File: src/rtl/pipe_scroller.sv
// Scrolling column buffer fed by the pipe-pattern generator; flags bird/pipe collision and keeps score.
// Optional `PIPE_SCROLL_SPEEDUP_EN: scroll period halves every 8 points, down to TICK_DIV/8.
module pipe_scroller #(
  parameter int unsigned COLS     = 16,
  parameter int unsigned ROWS     = 8,
  parameter int unsigned TICK_DIV = 1024,
  parameter int unsigned GAP      = 3,
  parameter int unsigned BIRD_COL = 2
) (
  input  logic                    clk,
  input  logic                    reset,
  input  logic                    enable,
  input  logic [ROWS-1:0]         pipe_pattern,
  output logic                    pattern_take,
  input  logic [ROWS-1:0]         bird_row,
  input  logic [$clog2(COLS)-1:0] rd_col,
  output logic [ROWS-1:0]         rd_data,
  output logic                    scroll_tick,
  output logic                    collision,
  output logic [7:0]              score
);

  localparam int unsigned TW = $clog2(TICK_DIV);
  localparam int unsigned GW = (GAP > 0) ? $clog2(GAP + 1) : 1;

  localparam logic [1:0] IDLE = 2'd0;
  localparam logic [1:0] RUN  = 2'd1;
  localparam logic [1:0] DEAD = 2'd2;

  logic [1:0]      r_state;
  logic [ROWS-1:0] r_col [COLS];
  logic [TW-1:0]   r_cnt;
  logic [GW-1:0]   r_gap;
  logic            r_pattern_take;
  logic            r_scroll_tick;
  logic            r_collision;
  logic [7:0]      r_score;

  logic [TW-1:0]   w_last;
  logic            w_tick;
  logic            w_hit;
  logic            w_run;
  logic            w_shift;

`ifdef PIPE_SCROLL_SPEEDUP_EN
  logic [1:0] w_lvl;
  always_comb begin
    w_lvl  = (r_score[7:3] > 5'd3) ? 2'd3 : r_score[4:3];
    w_last = TW'((TICK_DIV >> w_lvl) - 1);
    // >= catches a count already past a freshly shortened period
    w_tick = (r_cnt >= w_last);
  end
`else
  always_comb begin
    w_last = TW'(TICK_DIV - 1);
    w_tick = (r_cnt == w_last);
  end
`endif

  assign w_run   = (r_state == RUN);
  assign w_hit   = |(r_col[BIRD_COL] & bird_row);
  assign w_shift = w_run && w_tick && !w_hit;

  always_ff @(posedge clk) begin
    if (reset) begin
      r_state        <= IDLE;
      r_cnt          <= '0;
      r_gap          <= '0;
      r_pattern_take <= 1'b0;
      r_scroll_tick  <= 1'b0;
      r_collision    <= 1'b0;
      r_score        <= '0;
      for (int unsigned i = 0; i < COLS; i++) r_col[i] <= '0;
    end else begin
      r_scroll_tick  <= w_shift;
      r_pattern_take <= w_shift && (r_gap == '0);

      case (r_state)
        IDLE:    if (enable) r_state <= RUN;
        RUN: begin
          if (w_hit) begin
            r_state     <= DEAD;
            r_collision <= 1'b1;
          end else if (!enable) begin
            r_state <= IDLE;
          end
        end
        DEAD:    r_state <= DEAD;
        default: r_state <= IDLE;
      endcase

      if (w_run) r_cnt <= w_tick ? '0 : r_cnt + 1'b1;

      if (w_shift) begin
        for (int unsigned i = 0; i < COLS - 1; i++) r_col[i] <= r_col[i+1];
        r_col[COLS-1] <= (r_gap == '0) ? pipe_pattern : '0;
        r_gap         <= (r_gap == GW'(GAP)) ? '0 : r_gap + 1'b1;
        if ((r_col[BIRD_COL] != '0) && (r_score != 8'hFF)) r_score <= r_score + 1'b1;
      end
    end
  end

  always_comb begin
    rd_data = '0;
    if (32'(rd_col) < COLS) rd_data = r_col[rd_col];
  end

  assign pattern_take = r_pattern_take;
  assign scroll_tick  = r_scroll_tick;
  assign collision    = r_collision;
  assign score        = r_score;

endmodule

File: config.mk
export PLATFORM = sky130hd
export DESIGN_NAME = pipe_scroller
export DESIGN_NICKNAME = d
export VERILOG_FILES = /design/src/rtl/pipe_scroller.sv
export SDC_FILE = /design/constraint.sdc
export NUM_CORES = 1
export LEC_CHECK = 0
export CORE_MARGIN = 2
export CORE_UTILIZATION = 30
export CTS_CLUSTER_DIAMETER = 40
export CTS_CLUSTER_SIZE = 30
export DETAILED_ROUTE_END_ITERATION = 8
export SLEW_MARGIN = 20
export SYNTH_ARGS = -nofsm -noshare
export SYNTH_HDL_FRONTEND = slang
export SYNTH_SLANG_ARGS = --single-unit
File: constraint.sdc
create_clock -name clk -period 8.06 [get_ports clk]
set_clock_uncertainty 0.15 [all_clocks]
set_input_delay 1.612 -clock clk [delete_from_list [all_inputs] [get_ports clk]]
set_output_delay 1.612 -clock clk [all_outputs]
set_load 0.01 [all_outputs]
==> run metrics, run 1 <==
f_max=approximately 0.17 GHz; reg2reg setup slack=between 4 and 5 ns; Worst EP required=approximately 6.3 ns; row count=55; CP startpoint kind=input port; Worst VDD drop=~100 uV; Area contributors post-synth=edfxtp_1, mux4_2, and2_1, dfxtp_1, nor2b_1; EDFF count, synth=between 100 and 150; Setup Buffers After CTS=0; DP HPWL=roughly 8000 um; Post-Syn Instances=461; Final Slew Violations=0; setup_tns=0 ns; fin worst setup slack=around 2.2 ns; Ports=42; P&R area growth vs syn=18.56%; Worst Tran Pin Value=about 0.82 ns; clock sinks=approximately 150; first-pass GRT wire length=21,760 um; Pre-Repair DR Iteration Count=5; CP max FO=18; worst-skew pair later-pin latency=0.42 ns; WL per Instance=about 16 um; R2R Path End=r_col[13][1]; worst slack at placement=between 2 and 2.5 ns; max_cap viols=0; RD Place Congestion=0.7472; clock period minus worst slack=just under 6 ns; status=completed; clock tree from TritonCTS=done; most frequent cell after synthesis=edfxtp_1; top cell type's share of synthesized area=between 50 and 60%; crit path kind=input port to output pin; Worst Setup End Kind=output pin; YS warnings=0; post-synthesis sequential area ratio=62.75%; overall die height=155.9 um; CTS Root Cell=clkbuf_16; clk slew on worst S/H paths=roughly 0.06 ns; worst r2r src=r_cnt[0]; initial DRC count=about 340; Synthesized Nets=just under 500; global route total overflow=0; CTS Buf Count=17; Via Count=around 3.8k; initial core utilization=just over 30%; final wirelength=approximately 13,000 um; Yosys top cell by area=edfxtp_1; Tot GR Track Use=11.61%; clk buf depth=2; hold_ws=~0.34 ns; area of the die=about 24,000 um^2; die width=155.9 um; pin count of the biggest net entering global routing=81; # diodes=0; layout cell share with drive strength beyond 1=between 10% and 20%; R2R cell count=5; Routed Antenna Nets=0; Multi-input gate area=approximately 2500 um^2; Power Density=~230 nW/um^2; ys async rst share=0%; H-tree depth=4; final net count=between 500 and 600; I/O Buffers=41; Pleak=approximately 2.8 nW; Hold WC Path Type=flop to flop; vias per cell=between 4 and 5; initial antenna violation count=0; commonest cells in the netlist=edfxtp_1, and2_1, nor2b_1, mux4_2, dfxtp_1; hold_buf cts=0; dpl cells=766; Yosys reg bits=153; Setup-failing EPs final=0; Synth Area per Inst=between 15 and 20 um^2; cell area after synthesis=just under 7000 um^2; register area=about 4300 um^2; CP Launch Point=rd_col[0]; fin cells=around 800; Residual DRC=0; vias in the first global route=3,976; Max-slew headroom=between 40 and 50%; ys flop type=edfxtp_1; Tcrit/Tclk final=about three quarters; Fill cells=2,093; post_cts resized=0; crit path to=rd_data[3]; distinct cell type count after synthesis=42; WP data arrival=between 4 and 5 ns; RSZ-0062 raised after global routing=no; Hold Vio Cnt, Final=0; CORE AREA=around 23,000 um^2
## cell usage in the layout, fill, tap and decap left out, types with 5 or more instances in the layout
| master | instances |
|---|---|
| and2_1 | 90 |
| buf_4 | 5 |
| clkbuf_16 | 17 |
| nor4_1 | 5 |
| nand4_1 | 6 |
| a22oi_1 | 5 |
| nor2_1 | 21 |
| edfxtp_1 | 128 |
| a21oi_1 | 6 |
| nand2_1 | 5 |
| mux4_2 | 40 |
| nand3_1 | 6 |
| xor2_1 | 5 |
| clkdlybuf4s50_1 | 39 |
| nor2b_1 | 48 |
| dfxtp_1 | 25 |
| clkinv_1 | 5 |
## power by group
part	switching (mW)	internal, mW
Clock	0.303	0.513
Combinational	0.0548	0.0664
Sequential	0.0201	0.895
Total	0.378	1.47
## worst min path at each step
| stage | end | from | slack [ns] | cells past startpoint |
|---|---|---|---|---|
| 2_1_floorplan | r_gap[1] | r_gap[1] | 0.32 | 2 |
| 3_3_place_gp | collision | collision | 0.31 | 2 |
| 3_5_place_dp | collision | collision | 0.34 | 2 |
| 4_1_cts | r_gap[1] | r_gap[1] | 0.35 | 2 |
| 5_1_grt | r_gap[1] | r_gap[1] | 0.38 | 2 |
| 6_report | collision | collision | 0.34 | 2 |
## final cells by class
type                       count  share of cell area, %
timing repair buffer          46                  5.335
multi-input combinational    280                  30.08
sequential                   153                  52.93
clock inverter                11                  1.860
inverter                       2                0.09146
clock buffer                  21                  5.366
tap                          285                  4.345
## state kept, by name (all words and copies together), names as in the netlist
| signal | flops |
|---|---|
| collision | 1 |
| pattern_take | 1 |
| r_cnt | 10 |
| r_col | 128 |
| r_gap | 2 |
| r_state | 2 |
| score | 8 |
| scroll_tick | 1 |
## worst max-delay path, cell delays in order
cell	delay, ns
buf_2	0.52
buf_4	0.42
mux4_2	0.56
mux4_2	0.52
clkdlybuf4s50_1	0.50
## metrics by stage
stage	instance area [um^2]	utilization, %	power, mW
floorplan	6923	-	1.004
global placement	7615	33.63	1.052
detailed placement	7615	33.63	1.056
CTS	8208	36.25	1.876
global route	8208	36.25	1.921
finish	8208	36.25	1.852
## kinds of logic after synthesis
logic type | count (synthesis) | share of synthesized area (%)
fa+ha+maj | 4 | 0.7230
flops | 153 | 62.75
compound gates | 18 | 1.681
xor+xnor | 8 | 1.012
buf+inv | 28 | 1.699
mux | 48 | 14.28
simple gates | 202 | 17.86
## layer usage
layer  global-route usage, %  share of wire (%)  vias up
met3                   3.778                4.1       20
met2                   17.66                 46       69
met4                   4.412                1.9        0
li1                        -                  -     1792
met1                   15.49                 48     1917
met5                       0                  0        -
No activity file was read; power rests on OpenSTA's default activity.
==> run 2: changes to the inputs <==
- clock period: 8.06 -> 5.9 ns (I/O delays scaled with it)
==> run 2 against run 1 <==
Net effect: count of clock-buffer cells in the layout down 1; first-iteration DRC count is 4.7% higher; clock power is 28% higher; sequential cell count stayed put; routed wire length is 1.4% higher; register-to-register slack got worse by 1.6 ns; final area is 0.11% lower.
==> run metrics, run 2 (synthesized netlist as in run 1, its figures left out) <==
Worst VDD drop=188.5 uV (was 100.4 uV); setup_tns=0 ns (unchanged); vias in the first global route=3,920 (was 3,976); most common cell after layout, fill and taps aside=edfxtp_1 (unchanged); RD Place Congestion=0.7431 (was 0.7472); Worst Tran Pin Value=0.8264 ns (was 0.8219 ns); clk buf depth=2 (unchanged); max incr delay on CP=0.55 ns (was 0.56 ns); CORE AREA=22,640 um^2 (unchanged); CP dominant cell by count=mux4_2 (unchanged); Fill cells=2,122 (was 2,093); Via Count=3,864 (was 3,798); Pleak=2.764 nW (was 2.782 nW); Tot GR Track Use=11.65% (was 11.61%); Ports=42 (unchanged); row count=55 (unchanged); worst slack at placement=0.9434 ns (was 2.067 ns); WL per Instance=16.64 um (was 16.44 um); H-tree depth=4 (unchanged); Hold WC Path Type=flop to flop (unchanged); I/O Buffers=41 (unchanged); clock tree from TritonCTS=done (unchanged); CTS Buf Count=17 (unchanged); overall die height=155.9 um (unchanged); post_cts resized=0 (unchanged); vias per cell=4.836 (was 4.759); leading cell types in the layout, fill and taps excluded=edfxtp_1, and2_1, nor2b_1 (unchanged); initial antenna violation count=1 (was 0); f_max=approximately 0.20 GHz; Worst Setup End Kind=output pin (unchanged); # diodes=0 (unchanged); initial core utilization=30.58% (unchanged); Max-slew headroom=44.91% (was 45.20%); Final Slew Violations=0 (unchanged); P&R area growth vs syn=18.43% (was 18.56%); fin cells=799 (was 798); layout cell share with drive strength beyond 1=15.95% (was 15.20%); global route total overflow=0 (unchanged); Pre-Repair DR Iteration Count=4 (was 5); initial DRC count=360 (was 344); DP HPWL=8559 um (was 8182 um); final wirelength=13,300 um (was 13,120 um); clock sinks=153 (unchanged); Top reg by flops=r_col (unchanged); die width=155.9 um (unchanged); fin worst setup slack=1.003 ns (was 2.160 ns); first-pass GRT wire length=21,620 um (was 21,760 um); register area=4344 um^2 (unchanged); crit path cell chain=buf_2 > buf_4 > mux4_2 > mux4_2 > clkdlybuf4s50_1 (unchanged); Routed Antenna Nets=0 (unchanged); Power Density=300.0 nW/um^2 (was 225.6 nW/um^2); RSZ-0062 raised after global routing=no (unchanged); final net count=528 (was 527); Residual DRC=0 (unchanged); Setup-failing EPs final=0 (unchanged); crit path kind=input port to output pin (unchanged); max_cap viols=0 (unchanged); CP max FO=16 (was 18); CTS Root Cell=clkbuf_16 (unchanged); area of the die=24,310 um^2 (unchanged); Worst EP required=4.57 ns (was 6.30 ns); dpl cells=767 (was 766); clk slew on worst S/H paths=0.06 ns (about the same); worst-skew pair later-pin latency=0.42 ns (about the same); Largest register FFs=128 (unchanged); hold_buf cts=0 (unchanged); Tcrit/Tclk final=83.00%; status=completed (unchanged); Hold Vio Cnt, Final=0 (unchanged); Crit-path slowest cell=mux4_2 (unchanged); WP data arrival=3.57 ns (was 4.14 ns); clock period minus worst slack=4.897 ns; Multi-input gate area=2469 um^2 (unchanged); Setup Buffers After CTS=0 (unchanged); CP startpoint kind=input port (unchanged); pin count of the biggest net entering global routing=82 (was 81)
## run 2: changes by cell type in the layout (fill, tap and decap cells not counted)
cell	previous run	this run
clkinv_1	5	3
bufinv_16	4	2
clkinv_4	1	3
buf_12	0	1
clkinvlp_4	0	4
clkinv_2	1	0
clkbuf_1	4	3
## run 2: power by group
group	leakage [nW]	internal (mW)	switching (mW)
logic	1.05	0.0923	0.0765
clock network	0.259	0.619	0.421
registers	1.45	1.22	0.0281
## run 2: critical path, delay by kind of cell
| family | cells | cell delay [ns] |
|---|---|---|
| buf+inv | 3 | 1.30 |
| mux | 2 | 1.07 |
## run 2: final timing paths
kind	start	endpoint	slack (ns)	cells past startpoint
max	rd_col[0]	rd_data[4]	1.00	5
min	collision	collision	0.35	2
max reg2reg	r_cnt[0]	r_col[0][4]	2.97	5
min reg2reg	collision	collision	0.35	2
## run 2: per-stage QoR
stage / instance area (um^2) / hold WS [ns] / power, mW / util (%)
finish: 8199 / 0.3487 / 2.460 / 36.21
global route: 8199 / 0.3662 / 2.545 / 36.21
CTS: 8199 / 0.3538 / 2.494 / 36.21
detailed placement: 7635 / 0.3434 / 1.445 / 33.72
global placement: 7635 / 0.3323 / 1.438 / 33.72
floorplan: 6923 / 0.3204 / 1.372 / -
## run 2: routing by layer
metal	global-route usage [%]	routed length, um
met1	15.27	6079
met5	0	0
met2	18.39	6508
met3	3.000	469
met4	4.937	241
## run 2: layout make-up
type	instances	area share, %
clock buffer	20	5.326
clock inverter	12	1.557
tap	285	4.349
multi-input combinational	280	30.11
sequential	153	52.98
timing repair buffer	47	5.585
inverter	2	0.09156
==> run 3: changes to the inputs <==
- clock period: 5.9 -> 5.03 ns (I/O delays scaled with it)
==> run 3 against run 2 <==
Net effect: sequential share of layout area shrank 0.49 points; die area is the same; setup slack lost 0.33 ns; non-clock buffer count grew 2; critical path depth is the same; via count shrank 0.16%; critical path type unchanged; largest cell class unchanged.
==> run metrics, run 3 (synthesized netlist as in run 1, its figures left out) <==
Tcrit/Tclk final=between 80% and 90%; Via Count=3,858 (was 3,864); DP HPWL=8734 um (was 8559 um); clock tree from TritonCTS=done (unchanged); max incr delay on CP=0.52 ns (was 0.55 ns); delay-heaviest family, CP=buffers and inverters (unchanged); CP max FO=22 (was 16); fin util=36.55% (was 36.21%); worst r2r src=r_cnt[0] (unchanged); design area=8275 um^2 (was 8199 um^2); most common cell after layout, fill and taps aside=edfxtp_1 (unchanged); clock period minus worst slack=~4.4 ns; final wirelength=13,640 um (was 13,300 um); Worst VDD drop=168.1 uV (was 188.5 uV); vias per cell=4.816 (was 4.836); Worst EP required=3.87 ns (was 4.57 ns); Setup-failing EPs final=0 (unchanged); Worst Tran Pin Value=0.8463 ns (was 0.8264 ns); Worst Setup End Kind=output pin (unchanged); pin count of the biggest net entering global routing=81 (was 82); clk buf depth=2 (unchanged); die width=155.9 um (unchanged); Top reg by flops=r_col (unchanged); # diodes=0 (unchanged); Max-slew headroom=43.58% (was 44.91%); beginning of the worst hold path=collision (unchanged); CP startpoint kind=input port (unchanged); global route total overflow=0 (unchanged); setup_tns=0 ns (unchanged); RD Place Congestion=0.7180 (was 0.7431); Ports=42 (unchanged); Residual DRC=0 (unchanged); Pleak=2.813 nW (was 2.764 nW); vias in the first global route=4,063 (was 3,920); dpl cells=769 (was 767); Pre-Repair DR Iteration Count=4 (unchanged); CTS Buf Count=17 (unchanged); fin worst setup slack=0.6731 ns (was 1.003 ns); P&R area growth vs syn=19.54% (was 18.43%); fin cells=801 (was 799); final net count=530 (was 528); Hold WC Path Type=flop to flop (unchanged); crit path kind=input port to output pin (unchanged); Largest register FFs=128 (unchanged); max_cap viols=0 (unchanged); CORE AREA=22,640 um^2 (unchanged); leading cell types in the layout, fill and taps excluded=edfxtp_1, and2_1, nor2b_1 (unchanged); area of the die=24,310 um^2 (unchanged); CTS Root Cell=clkbuf_16 (unchanged); initial DRC count=257 (was 360); total power=2.948 mW (was 2.460 mW); worst slack at placement=0.6105 ns (was 0.9434 ns); Hold Vio Cnt, Final=0 (unchanged); overall die height=155.9 um (unchanged); Routed Antenna Nets=0 (unchanged); Crit-path slowest cell=mux4_2 (unchanged); crit path cell chain=buf_2 > buf_12 > mux4_2 > mux4_2 > clkdlybuf4s50_1 (was buf_2 > buf_4 > mux4_2 > mux4_2 > clkdlybuf4s50_1); WP data arrival=3.20 ns (was 3.57 ns); reg2reg setup slack=2.06 ns (was 2.97 ns); first-pass GRT wire length=22,360 um (was 21,620 um); CP bufs+invs=3 (unchanged); H-tree depth=4 (unchanged); status=completed (unchanged); hold_ws=0.3492 ns (was 0.3487 ns); layout cell share with drive strength beyond 1=16.67% (was 15.95%); initial core utilization=30.58% (unchanged); CP Launch Point=rd_col[0] (unchanged); CP dominant cell by count=mux4_2 (unchanged); post_cts resized=0 (unchanged); Final Slew Violations=0 (unchanged); hold_buf cts=0 (unchanged); Tot GR Track Use=12.09% (was 11.65%); f_max=approximately 0.23 GHz; I/O Buffers=41 (unchanged); initial antenna violation count=0 (was 1); RSZ-0062 raised after global routing=no (unchanged); clk slew on worst S/H paths=0.06 ns (about the same); Setup Buffers After CTS=0 (unchanged); clock sinks=153 (unchanged); row count=55 (unchanged); Power Density=356.2 nW/um^2 (was 300.0 nW/um^2); WL per Instance=17.03 um (was 16.64 um); placed inst area=7675 um^2 (was 7635 um^2); worst-skew pair later-pin latency=0.42 ns (about the same)
run 3: final timing paths:
kind | end | depth (start not counted)
max | rd_data[7] | 5
min | collision | 2
max reg2reg | r_col[15][3] | 5
min reg2reg | collision | 2
run 3: cell type report:
| type | count | area (um^2) |
|---|---|---|
| Tap cell | 285 | 356.6 |
| Fill cell | 2106 | 14370 |
| Timing Repair Buffer | 49 | 498.0 |
| Clock buffer | 27 | 545.5 |
| Sequential cell | 153 | 4344 |
| Clock inverter | 5 | 55.05 |
| Multi-Input combinational cell | 280 | 2469 |
| Inverter | 2 | 7.507 |
run 3: where the power goes:
part | internal [mW] | switching (mW) | leakage, nW
clock network | 0.792 | 0.486 | 0.290
registers | 1.43 | 0.0337 | 1.45
logic | 0.111 | 0.0898 | 1.07
total | 2.34 | 0.610 | 2.81
run 3: metal layers:
metal,GRT usage [%],share of wire (%),vias to the layer above
met5,0,0,-
met4,3.320,0.87,0
met3,3.889,4.2,8
met2,19.26,48,74
met1,15.95,47,1970
li1,-,-,1806
run 3: tightest hold or removal path, stage by stage, from the launching register on:
cell     delay [ns]
dfxtp_1        0.34
a21oi_1        0.05
nor2_1         0.08
